**src/rtl/hazard_fwd_ctrl.sv**
```systemverilog
// -----------------------------------------------------------------------------
// hazard_fwd_ctrl
// Hazard and forwarding controller for the MIPS32 pipelined core.
//
// This block sits beside the ID/EX pipeline registers. It provides these
// functions:
//   - Per-operand EX forward selects. MEM has priority over WB, and
//     register 0 is never forwarded.
//   - Load-use stall sequencing. It inserts LOAD_LAT bubbles in total: the
//     first bubble is in the detect cycle, and the rest come from LU_STALL.
//   - A full pipeline freeze while data memory is busy (mem_stall). This has
//     the highest priority.
//   - Branch-flush handling. A flush squashes IF/ID and abandons any
//     load-use stall that is in progress.
//   - A saturating count of cycles in which the PC was held.
//
// Ports:
//   clk, rstb      rising-edge clock, asynchronous active-low reset
//   id_*           ID-stage instruction: valid, source regs, source-use mask
//   ex_*           EX-stage source regs, destination, write enable, is-load
//   mem_rd/wr_en   MEM-stage destination and write enable
//   wb_rd/wr_en    WB-stage destination and write enable
//   mem_stall      data memory busy; freezes the whole pipe
//   flush_req      taken branch/jump resolved in EX
//   stat_clr       synchronous clear of stall_cnt
//   fwd_sel        2 bits per EX operand: 10 MEM, 01 WB, 00 register file
//   stall_pc, stall_ifid, bubble_idex, flush_ifid   pipeline control
//   lu_busy        load-use stall in progress (LU_STALL state)
//   stall_cnt      saturating stalled-cycle counter
// -----------------------------------------------------------------------------
module hazard_fwd_ctrl #(
   parameter int REG_AW   = 5,
   parameter int NUM_SRC  = 2,
   parameter int LOAD_LAT = 1,
   parameter int CNT_W    = 16
) (
   input  logic                      clk,
   input  logic                      rstb,
   input  logic                      id_valid,
   input  logic [NUM_SRC*REG_AW-1:0] id_src,
   input  logic [NUM_SRC-1:0]        id_src_use,
   input  logic [NUM_SRC*REG_AW-1:0] ex_src,
   input  logic [REG_AW-1:0]         ex_rd,
   input  logic                      ex_wr_en,
   input  logic                      ex_is_load,
   input  logic [REG_AW-1:0]         mem_rd,
   input  logic                      mem_wr_en,
   input  logic [REG_AW-1:0]         wb_rd,
   input  logic                      wb_wr_en,
   input  logic                      mem_stall,
   input  logic                      flush_req,
   input  logic                      stat_clr,
   output logic [2*NUM_SRC-1:0]      fwd_sel,
   output logic                      stall_pc,
   output logic                      stall_ifid,
   output logic                      bubble_idex,
   output logic                      flush_ifid,
   output logic                      lu_busy,
   output logic [CNT_W-1:0]          stall_cnt
);

   typedef enum logic [0:0] {IDLE = 1'b0, LU_STALL = 1'b1} state_t;

   // The detect cycle supplies the first bubble.
   // LU_STALL therefore covers the remaining LOAD_LAT-1 bubbles.
   localparam logic [1:0] LU_CNT_INIT = 2'(LOAD_LAT - 1);

   state_t             state_q, state_d;
   logic [1:0]         lu_cnt_q, lu_cnt_d;
   logic [CNT_W-1:0]   stall_cnt_q, stall_cnt_d;
   logic               lu_hit;

   // This is true when a writing stage targets a non-zero register equal to src.
   function automatic logic reg_match(input logic              wr_en,
                                      input logic [REG_AW-1:0] rd,
                                      input logic [REG_AW-1:0] src);
      reg_match = wr_en && (rd != '0) && (rd == src);
   endfunction

   // Compute the per-operand forward select; MEM wins over WB.
   always_comb begin
      fwd_sel = '0;
      for (int i = 0; i < NUM_SRC; i++) begin
         if (reg_match(mem_wr_en, mem_rd, ex_src[i*REG_AW +: REG_AW])) begin
            fwd_sel[2*i +: 2] = 2'b10;
         end else if (reg_match(wb_wr_en, wb_rd, ex_src[i*REG_AW +: REG_AW])) begin
            fwd_sel[2*i +: 2] = 2'b01;
         end else begin
            fwd_sel[2*i +: 2] = 2'b00;
         end
      end
   end

   // Detect a load-use hazard: ID reads the register that the EX load writes.
   always_comb begin
      lu_hit = 1'b0;
      for (int i = 0; i < NUM_SRC; i++) begin
         if (id_src_use[i] && (id_src[i*REG_AW +: REG_AW] == ex_rd)) begin
            lu_hit = 1'b1;
         end else begin
            lu_hit = lu_hit;
         end
      end
      lu_hit = lu_hit && id_valid && ex_wr_en && ex_is_load && (ex_rd != '0);
   end

   // Compute the FSM next state and the pipeline controls.
   // The priority order is mem_stall, then flush_req, then the load-use sequencing.
   always_comb begin
      state_d     = state_q;
      lu_cnt_d    = lu_cnt_q;
      stall_pc    = 1'b0;
      stall_ifid  = 1'b0;
      bubble_idex = 1'b0;
      flush_ifid  = 1'b0;
      if (mem_stall) begin
         stall_pc   = 1'b1;
         stall_ifid = 1'b1;
      end else if (flush_req) begin
         // A flush squashes the dependent instruction, so the load-use stall is dropped.
         flush_ifid  = 1'b1;
         bubble_idex = 1'b1;
         state_d     = IDLE;
         lu_cnt_d    = 2'd0;
      end else begin
         case (state_q)
            IDLE: begin
               if (lu_hit) begin
                  stall_pc    = 1'b1;
                  stall_ifid  = 1'b1;
                  bubble_idex = 1'b1;
                  if (LU_CNT_INIT != 2'd0) begin
                     state_d  = LU_STALL;
                     lu_cnt_d = LU_CNT_INIT;
                  end else begin
                     state_d  = IDLE;
                     lu_cnt_d = 2'd0;
                  end
               end else begin
                  state_d = IDLE;
               end
            end
            LU_STALL: begin
               stall_pc    = 1'b1;
               stall_ifid  = 1'b1;
               bubble_idex = 1'b1;
               // lu_cnt counts the bubbles still owed, including this one.
               if (lu_cnt_q <= 2'd1) begin
                  state_d  = IDLE;
                  lu_cnt_d = 2'd0;
               end else begin
                  lu_cnt_d = lu_cnt_q - 2'd1;
               end
            end
            default: begin
               state_d  = IDLE;
               lu_cnt_d = 2'd0;
            end
         endcase
      end
   end

   // Compute the next value of the saturating stall counter; a clear wins over an increment.
   always_comb begin
      if (stat_clr) begin
         stall_cnt_d = '0;
      end else if (stall_pc && (stall_cnt_q != '1)) begin
         stall_cnt_d = stall_cnt_q + CNT_W'(1);
      end else begin
         stall_cnt_d = stall_cnt_q;
      end
   end

   // Register the state: the FSM, the bubble counter and the statistics.
   always_ff @(posedge clk or negedge rstb) begin
      if (!rstb) begin
         state_q     <= IDLE;
         lu_cnt_q    <= 2'd0;
         stall_cnt_q <= '0;
      end else begin
         state_q     <= state_d;
         lu_cnt_q    <= lu_cnt_d;
         stall_cnt_q <= stall_cnt_d;
      end
   end

   assign lu_busy   = (state_q == LU_STALL);
   assign stall_cnt = stall_cnt_q;

endmodule

```
**config.mk**
```make
export PLATFORM = sky130hd
export DESIGN_NAME = hazard_fwd_ctrl
export DESIGN_NICKNAME = d
export VERILOG_FILES = /design/src/rtl/hazard_fwd_ctrl.sv
export SDC_FILE = /design/constraint.sdc
export NUM_CORES = 1
export LEC_CHECK = 0
export ABC_CLOCK_PERIOD_IN_PS = 2600
export CORE_MARGIN = 1.5
export CORE_UTILIZATION = 42
export CTS_BUF_LIST = sky130_fd_sc_hd__clkbuf_8
export DETAILED_ROUTE_END_ITERATION = 10
export GPL_TIMING_DRIVEN = 0
export PLACE_DENSITY = 0.8
export SYNTH_ARGS = -nofsm -noshare
export SYNTH_HDL_FRONTEND = slang
export SYNTH_SLANG_ARGS = --single-unit
export TNS_END_PERCENT = 50
```
**constraint.sdc**
```tcl
create_clock -name clk -period 2.6 [get_ports clk]
set_clock_uncertainty 0.15 [all_clocks]
set_input_delay 0.26 -clock clk [delete_from_list [all_inputs] [get_ports clk]]
set_output_delay 0.26 -clock clk [all_outputs]
set_load 0.05 [all_outputs]
```
==> results by group, run 1 <==
Critical path
  • Critical path startpoint category: primary input
  • R2R cell count: 9
  • Crit path kind: primary input to primary output
  • CP max-delay cell: clkdlybuf4s15_1
  • Reg-to-reg startpoint: stall_cnt[0]
  • Max Fanout on Critical Path: 3
  • Crit path capture type: primary output
  • Reg2reg end: stall_cnt[1]
  • Worst reg2reg setup slack: 0.22 ns
  • Crit path largest cell delay: about 0.52 ns
  • Arrival time worst endpoint: about 2.1 ns
  • Top cell by count, worst path: a21oi_1
  • Crit-path cells: clkdlybuf4s50_1 > xnor2_1 > nand4_2 > o22ai_4 > a21oi_1 > a21oi_1 > clkdlybuf4s15_1
  • Worst EP required: 2.19 ns

STA
  • Setup-failing EPs final: 0
  • Max-slew violation count: 0
  • Final WS setup: 0.05224 ns
  • Max Clk Rate: 392.5 MHz
  • Max transition margin: 0.4305
  • Post-route setup TNS: 0 ns
  • Crit path time final: 2.548 ns
  • Worst Tran Pin Value: around 0.85 ns
  • Period utilization: 0.9799
  • RSZ-0062 raised after global routing: true
  • Final hold violations: 0

Power
  • Pwr Density: ~320 nW/µm²
  • Pint: 520.9 µW
  • Comb pwr share: 0.303
  • Sequential share of power: 0.414
  • Tot Pwr: 734.2 µW
  • Clock Power Share: 0.283
  • Maximum vdd drop: 0.3770 mV
  • Switching power: between 200 and 250 µW
  • Static Leak: 0.8635 nW
  • Switching share of total power: 0.2906

Min path
  • Worst Hold Class: primary input to flop
  • Min-Delay Path Depth: 2
  • Worst Hold Launch: stat_clr
  • Hold EP: stall_cnt[7]

Placed design
  • Number of port buffers: 70
  • Dpl hpwl: 3.177 mm
  • Post-Place Worst Slack: -0.5711 ns
  • GPL Wtd Cong: 0.8251

Global route
  • Initial antenna violation count: 0
  • Largest net degree at the start of global routing: 20
  • First-pass GRT wire length: roughly 6.7 mm
  • Grt total ovfl: 0
  • Vias in the first global route: 1,471
  • All-Layer GR Usage: 0.2055

Floorplanning
  • DIE WIDTH: 62.44 µm
  • Core area: 3363 µm²
  • Io pins: 72
  • Die area: 3899 µm²
  • Initial Util: 0.4412
  • Die Y: roughly 62 µm
  • Row count: 21

Logic synthesis
  • Ys async rst share: 1.000
  • Syn Std Cell Area: 1484 µm²
  • Post-synthesis compound-gate area fraction: 0.1720
  • Post-synth EDFFs: 0
  • Adder-cell area share of the yosys netlist: 0.008432
  • Yosys reg bits: 19
  • Post-synthesis mux area share: 0.01433
  • Synth Flop Type: dfrtp_1
  • Synth Warn #: 0
  • Post-synth net total: about 210
  • Cell count after synthesis: 166
  • Synth Area in Simple Gates: 0.2563
  • Mean post-synth cell area: 8.939 µm²
  • Number of distinct library cells after synthesis: 41
  • Combinational family with the most area after synthesis: simple AND/OR/NAND/NOR gates
  • Xor-xnor portion of the synthesized cell area: 0.1830
  • Seq/Total Area, Yosys: 0.3204

Route
  • Residual DRC count: 0
  • DR WL/cell: 13.81 µm
  • Via density: 5.276
  • Initial drt markers: 57
  • ANT nets after route: 0
  • Routed vias: approximately 1,500
  • Detailed Route WL: 3.951 mm
  • DR pass1 iterations: 4

Cells and area
  • Fraction of layout cells with a size suffix above 1: 0.1167
  • Area grow syn2layout: 54.89%
  • Antenna Cells: 0
  • Final #Nets: between 200 and 300
  • # fillers: approximately 300

Clock network
  • Clk root buf: clkbuf_8
  • H-tree levels: 1
  • Clk sinks: 19
  • # hold bufs at CTS: 0
  • Maximum root-to-sink buffer count: 2
  • CTS buffer count: 3
  • Worst skew pair latency: ~0.26 ns
  • Post-CTS Setup Bufs: 0
  • Clock transition at path regs: 0.07 ns
  • CTS tree: built

Flow run
  • Max Cap Violations: 0

Status
  • Status: completed
[metal layers]
layer,routed length (µm),GRT usage
met1,1734,0.2641
met2,1973,0.3710
met3,218,0.03063
met4,25,0.03333
met5,0,0
[through the flow]
stage	hold slack, ns	utilization	cells	area (µm²)
2_1_floorplan	-0.1856	-	166	1503
3_3_place_gp	0.3577	0.6722	282	2261
3_5_place_dp	0.3582	0.6722	282	2261
4_1_cts	0.2294	0.6838	286	2300
5_1_grt	0.2460	0.6834	286	2298
6_report	0.2137	0.6834	286	2298
[power by group through the flow]
stage | Clock [mW] | Combinational (mW) | Sequential, mW
floorplan | 0 | 0.0945 | 0.320
global placement | 0 | 0.222 | 0.310
detailed placement | 0 | 0.225 | 0.310
CTS | 0.214 | 0.224 | 0.304
global route | 0.230 | 0.240 | 0.305
finish | 0.208 | 0.222 | 0.304
[cell families (layout without fill, tap and decap cells)]
| logic type | Yosys count | after routing |
|---|---|---|
| AO/OA/AOI/OAI | 43 | 43 |
| XOR/XNOR | 31 | 31 |
| adder cells (fa/ha/maj) | 1 | 1 |
| buffers and inverters | 10 | 84 |
| flip-flops | 19 | 19 |
| multiplexers | 2 | 2 |
| AND/OR/NAND/NOR | 60 | 60 |
[state kept, by name (all words and copies together), names as in the netlist]
register	flops
stall_cnt	16
lu_busy	1
lu_cnt_q	2
[critical path, delay by kind of cell]
family                 cells  cell delay, ns
AND/OR/NAND/NOR            1            0.14
XOR/XNOR                   1            0.22
buffers and inverters      2            0.98
AO/OA/AOI/OAI              3            0.52
[cells in the mapped netlist, types with 4 or more instances]
| cell type | number | area share |
|---|---|---|
| nor4_1 | 4 | 0.017 |
| a21oi_1 | 18 | 0.061 |
| nor2_1 | 5 | 0.013 |
| o21ai_0 | 6 | 0.020 |
| inv_1 | 4 | 0.010 |
| xnor2_1 | 16 | 0.094 |
| nand3_1 | 13 | 0.044 |
| or3_1 | 13 | 0.055 |
| dfrtp_1 | 19 | 0.32 |
| xor2_1 | 15 | 0.089 |
| o21ai_1 | 10 | 0.034 |
| or4_1 | 5 | 0.025 |
| nand2_1 | 5 | 0.013 |
[how the worst max path moves through the flow]
stage                    from          end  slack, ns  depth (start not counted)
floorplan           mem_rd[1]   fwd_sel[2]      -0.56                          4
detailed placement  mem_rd[1]   fwd_sel[2]      -0.57                          6
finish               ex_rd[4]  bubble_idex       0.05                          7
global route         ex_rd[4]  bubble_idex      -0.14                          7
global placement    mem_rd[1]   fwd_sel[2]      -0.55                          6
CTS                 mem_rd[1]   fwd_sel[2]      -0.24                          6
[layout make-up]
type                            count  area (µm²)  area share
Clock buffer                        3       41.29     0.01796
Sequential cell                    19       475.5      0.2069
Timing Repair Buffer               70       685.7      0.2983
Inverter                            4       15.01    0.006532
Multi-Input combinational cell    137       963.4      0.4192
Tap cell                           46       57.56     0.02504
Clock inverter                      1       7.507    0.003266
Buffer                              6       52.55     0.02286
[cell usage in the layout, fill, tap and decap left out, types with 2 or more instances in the layout]
cell type	instances
clkbuf_8	3
dfrtp_1	19
inv_1	4
buf_4	4
xnor2_1	16
dlygate4sd2_1	2
and3_1	2
o21ai_0	6
nor4_2	3
o21ai_1	9
a21oi_1	18
nand4_2	2
clkdlybuf4s50_1	63
buf_6	2
or4_1	5
or3_1	13
nand4_1	2
a31oi_1	2
nand3_1	13
nor2_1	5
xor2_1	15
nand2_1	5
[timing repair]
item | in CTS | in global routing
setup endpoints to repair | 7 | 5
hold endpoints to repair | 0 | 0
resized for setup | 16 | 11
pin swaps | 0 | 0
Power figures use the tool's default switching activity.
==> run 2: changes to the inputs <==
- GPL_TIMING_DRIVEN: 0 -> default
==> run 2 against run 1 <==
Compared with the run above: die area unchanged; sequential share of layout area decreased by 0.54 points; count of clock-buffer cells in the layout unchanged; non-clock buffer count unchanged; utilization increased by 1.8 points; combinational power increased by 5%; power increased by 0.48%; routed wire length decreased by 0.81%; via count increased by 0.40%; sequential power about the same; first-iteration DRC count decreased by 28%; cell count unchanged; critical path type unchanged; critical endpoint is now fwd_sel[0].
==> results by group, run 2 (synthesized netlist as in run 1, its figures left out) <==
Cells and area
  • Fin util: 0.7016 (was 0.6834)
  • Antenna Cells: 0 (unchanged)
  • Most common cell after layout, fill and taps aside: clkdlybuf4s50_1 (unchanged)
  • Area grow syn2layout: 59.02% (was 54.89%)
  • Final #Nets: 289 (unchanged)
  • Post-Layout Inst Area: 2360 µm² (was 2298 µm²)
  • Max FFs per register: 16 (unchanged)
  • Fraction of layout cells with a size suffix above 1: 0.1333 (was 0.1167)
  • Post-Layout Cell Count: 286 (unchanged)
  • # fillers: 288 (was 301)
  • Most frequent cells in the layout: clkdlybuf4s50_1 (63), dfrtp_1 (19), a21oi_1 (18), xnor2_1 (16), xor2_1 (15) (unchanged)

Route
  • Initial drt markers: 41 (was 57)
  • ANT nets after route: 0 (unchanged)
  • Via density: 5.297 (was 5.276)
  • Residual DRC count: 0 (unchanged)
  • Routed vias: 1,515 (was 1,509)
  • DR pass1 iterations: 4 (unchanged)
  • DR WL/cell: 13.70 µm (was 13.81 µm)
  • Detailed Route WL: 3.919 mm (was 3.951 mm)

Clock network
  • Clk root buf: clkbuf_8 (unchanged)
  • Worst skew pair latency: 0.26 ns (about the same)
  • Clock transition at path regs: 0.07 ns (about the same)
  • CTS buffer count: 3 (unchanged)
  • CTS tree: built (unchanged)
  • # hold bufs at CTS: 0 (unchanged)
  • Maximum root-to-sink buffer count: 2 (unchanged)
  • Clk sinks: 19 (unchanged)
  • H-tree levels: 1 (unchanged)

Critical path
  • Crit path capture type: primary output (unchanged)
  • Crit path kind: primary input to primary output (unchanged)
  • Max Fanout on Critical Path: 3 (unchanged)
  • Worst EP required: 2.19 ns (about the same)
  • Arrival time worst endpoint: 2.12 ns (was 2.14 ns)
  • Critical path startpoint category: primary input (unchanged)

Global route
  • Grt total ovfl: 0 (unchanged)
  • Vias in the first global route: 1,451 (was 1,471)
  • Initial antenna violation count: 0 (unchanged)
  • First-pass GRT wire length: 6.624 mm (was 6.672 mm)
  • All-Layer GR Usage: 0.2052 (was 0.2055)
  • Largest net degree at the start of global routing: 30 (was 20)

Placed design
  • Post-Place Worst Slack: 0.07467 ns (was -0.5711 ns)
  • Placed cells: 282 (unchanged)
  • Number of port buffers: 71 (was 70)
  • Dpl hpwl: 3.062 mm (was 3.177 mm)
  • GPL Wtd Cong: 0.8340 (was 0.8251)
  • Post-DP Area: 2311 µm² (was 2261 µm²)

STA
  • Max Clk Rate: 396.0 MHz (was 392.5 MHz)
  • Max transition margin: 0.5957 (was 0.4305)
  • Setup-failing EPs final: 0 (unchanged)
  • Worst Tran Pin Value: 0.6046 ns (was 0.8515 ns)
  • RSZ-0062 raised after global routing: false (was true)
  • Post-route setup TNS: 0 ns (unchanged)
  • Hold WS: 0.1797 ns (was 0.2137 ns)
  • Period utilization: 0.9713 (was 0.9799)
  • Final hold violations: 0 (unchanged)
  • Crit path time final: 2.525 ns (was 2.548 ns)
  • Final WS setup: 0.07458 ns (was 0.05224 ns)
  • Max-slew violation count: 0 (unchanged)

Power
  • Static Leak: 0.8903 nW (was 0.8635 nW)
  • Switching share of total power: 0.2856 (was 0.2906)
  • Sequential share of power: 0.412 (was 0.414)
  • Tot Pwr: 737.8 µW (was 734.2 µW)
  • Comb pwr share: 0.314 (was 0.303)
  • Pint: 527.1 µW (was 520.9 µW)
  • Clock Power Share: 0.274 (was 0.283)
  • Maximum vdd drop: 0.2649 mV (was 0.3770 mV)
  • Pwr Density: 312.7 nW/µm² (was 319.4 nW/µm²)
  • Switching power: 210.7 µW (was 213.3 µW)

Floorplanning
  • Initial Util: 0.4412 (unchanged)
  • DIE WIDTH: 62.44 µm (unchanged)
  • Io pins: 72 (unchanged)
  • Core area: 3363 µm² (unchanged)
  • Die area: 3899 µm² (unchanged)
  • Row count: 21 (unchanged)
  • Die Y: 62.44 µm (unchanged)

Status
  • Status: completed (unchanged)

Min path
  • Worst Hold Class: primary input to async pin (was primary input to flop)

Flow run
  • Max Cap Violations: 0 (unchanged)
-- run 2: layout make-up --
class / instances / area [µm²] / share of cell area
clock buffer: 3 / 41.29 / 0.01750
multi-input combinational: 137 / 963.4 / 0.4083
inverter: 4 / 15.01 / 0.006363
tap: 46 / 57.56 / 0.02439
timing repair buffer: 76 / 803.3 / 0.3404
clock inverter: 1 / 3.754 / 0.001591
sequential: 19 / 475.5 / 0.2015
-- run 2: repair_timing --
action	4_1_cts	5_1_grt
setup endpoints to repair	0	2
resized for setup	0	1
buffers inserted	0	0
-- run 2: power groups by stage --
stage / Sequential, mW / Clock [mW] / Combinational (mW)
after floorplan: 0.320 / 0 / 0.0945
after global placement: 0.310 / 0 / 0.230
after detailed placement: 0.310 / 0 / 0.232
after CTS: 0.304 / 0.204 / 0.233
after global routing: 0.304 / 0.219 / 0.249
final: 0.304 / 0.202 / 0.232
-- run 2: worst max-delay path: stages --
cell and delay (ns):
clkdlybuf4s50_1 0.53, or4_1 0.13, o21ai_0 0.07, or4_1 0.55, nor4_2 0.39, buf_12 0.18
-- run 2: layer usage --
| layer | vias to the layer above | track usage | wire (µm) |
|---|---|---|---|
| li1 | 760 | - | - |
| met5 | - | 0 | 0 |
| met2 | 55 | 0.3468 | 1841 |
| met3 | 4 | 0.03784 | 251 |
| met4 | 0 | 0.05278 | 45 |
| met1 | 696 | 0.2710 | 1780 |
-- run 2: path summary, 6_finish.rpt --
path	endpoint	slack [ns]	cells past startpoint	startpoint
max	fwd_sel[0]	0.07	6	wb_rd[2]
min reg2reg	lu_cnt_q[1]	0.37	1	lu_cnt_q[1]
min	stall_cnt[8]	0.18	2	rstb
min in group clk	lu_cnt_q[1]	0.37	1	lu_cnt_q[1]
max reg2reg	stall_cnt[1]	0.28	8	stall_cnt[0]
max in group asynchronous	lu_cnt_q[0]	1.92	2	rstb
==> run 3: changes to the inputs <==
- GPL_TIMING_DRIVEN: default -> 1
==> results of run 3 <==
No change in the layout: final DEF, timing and power equal those of run 2.
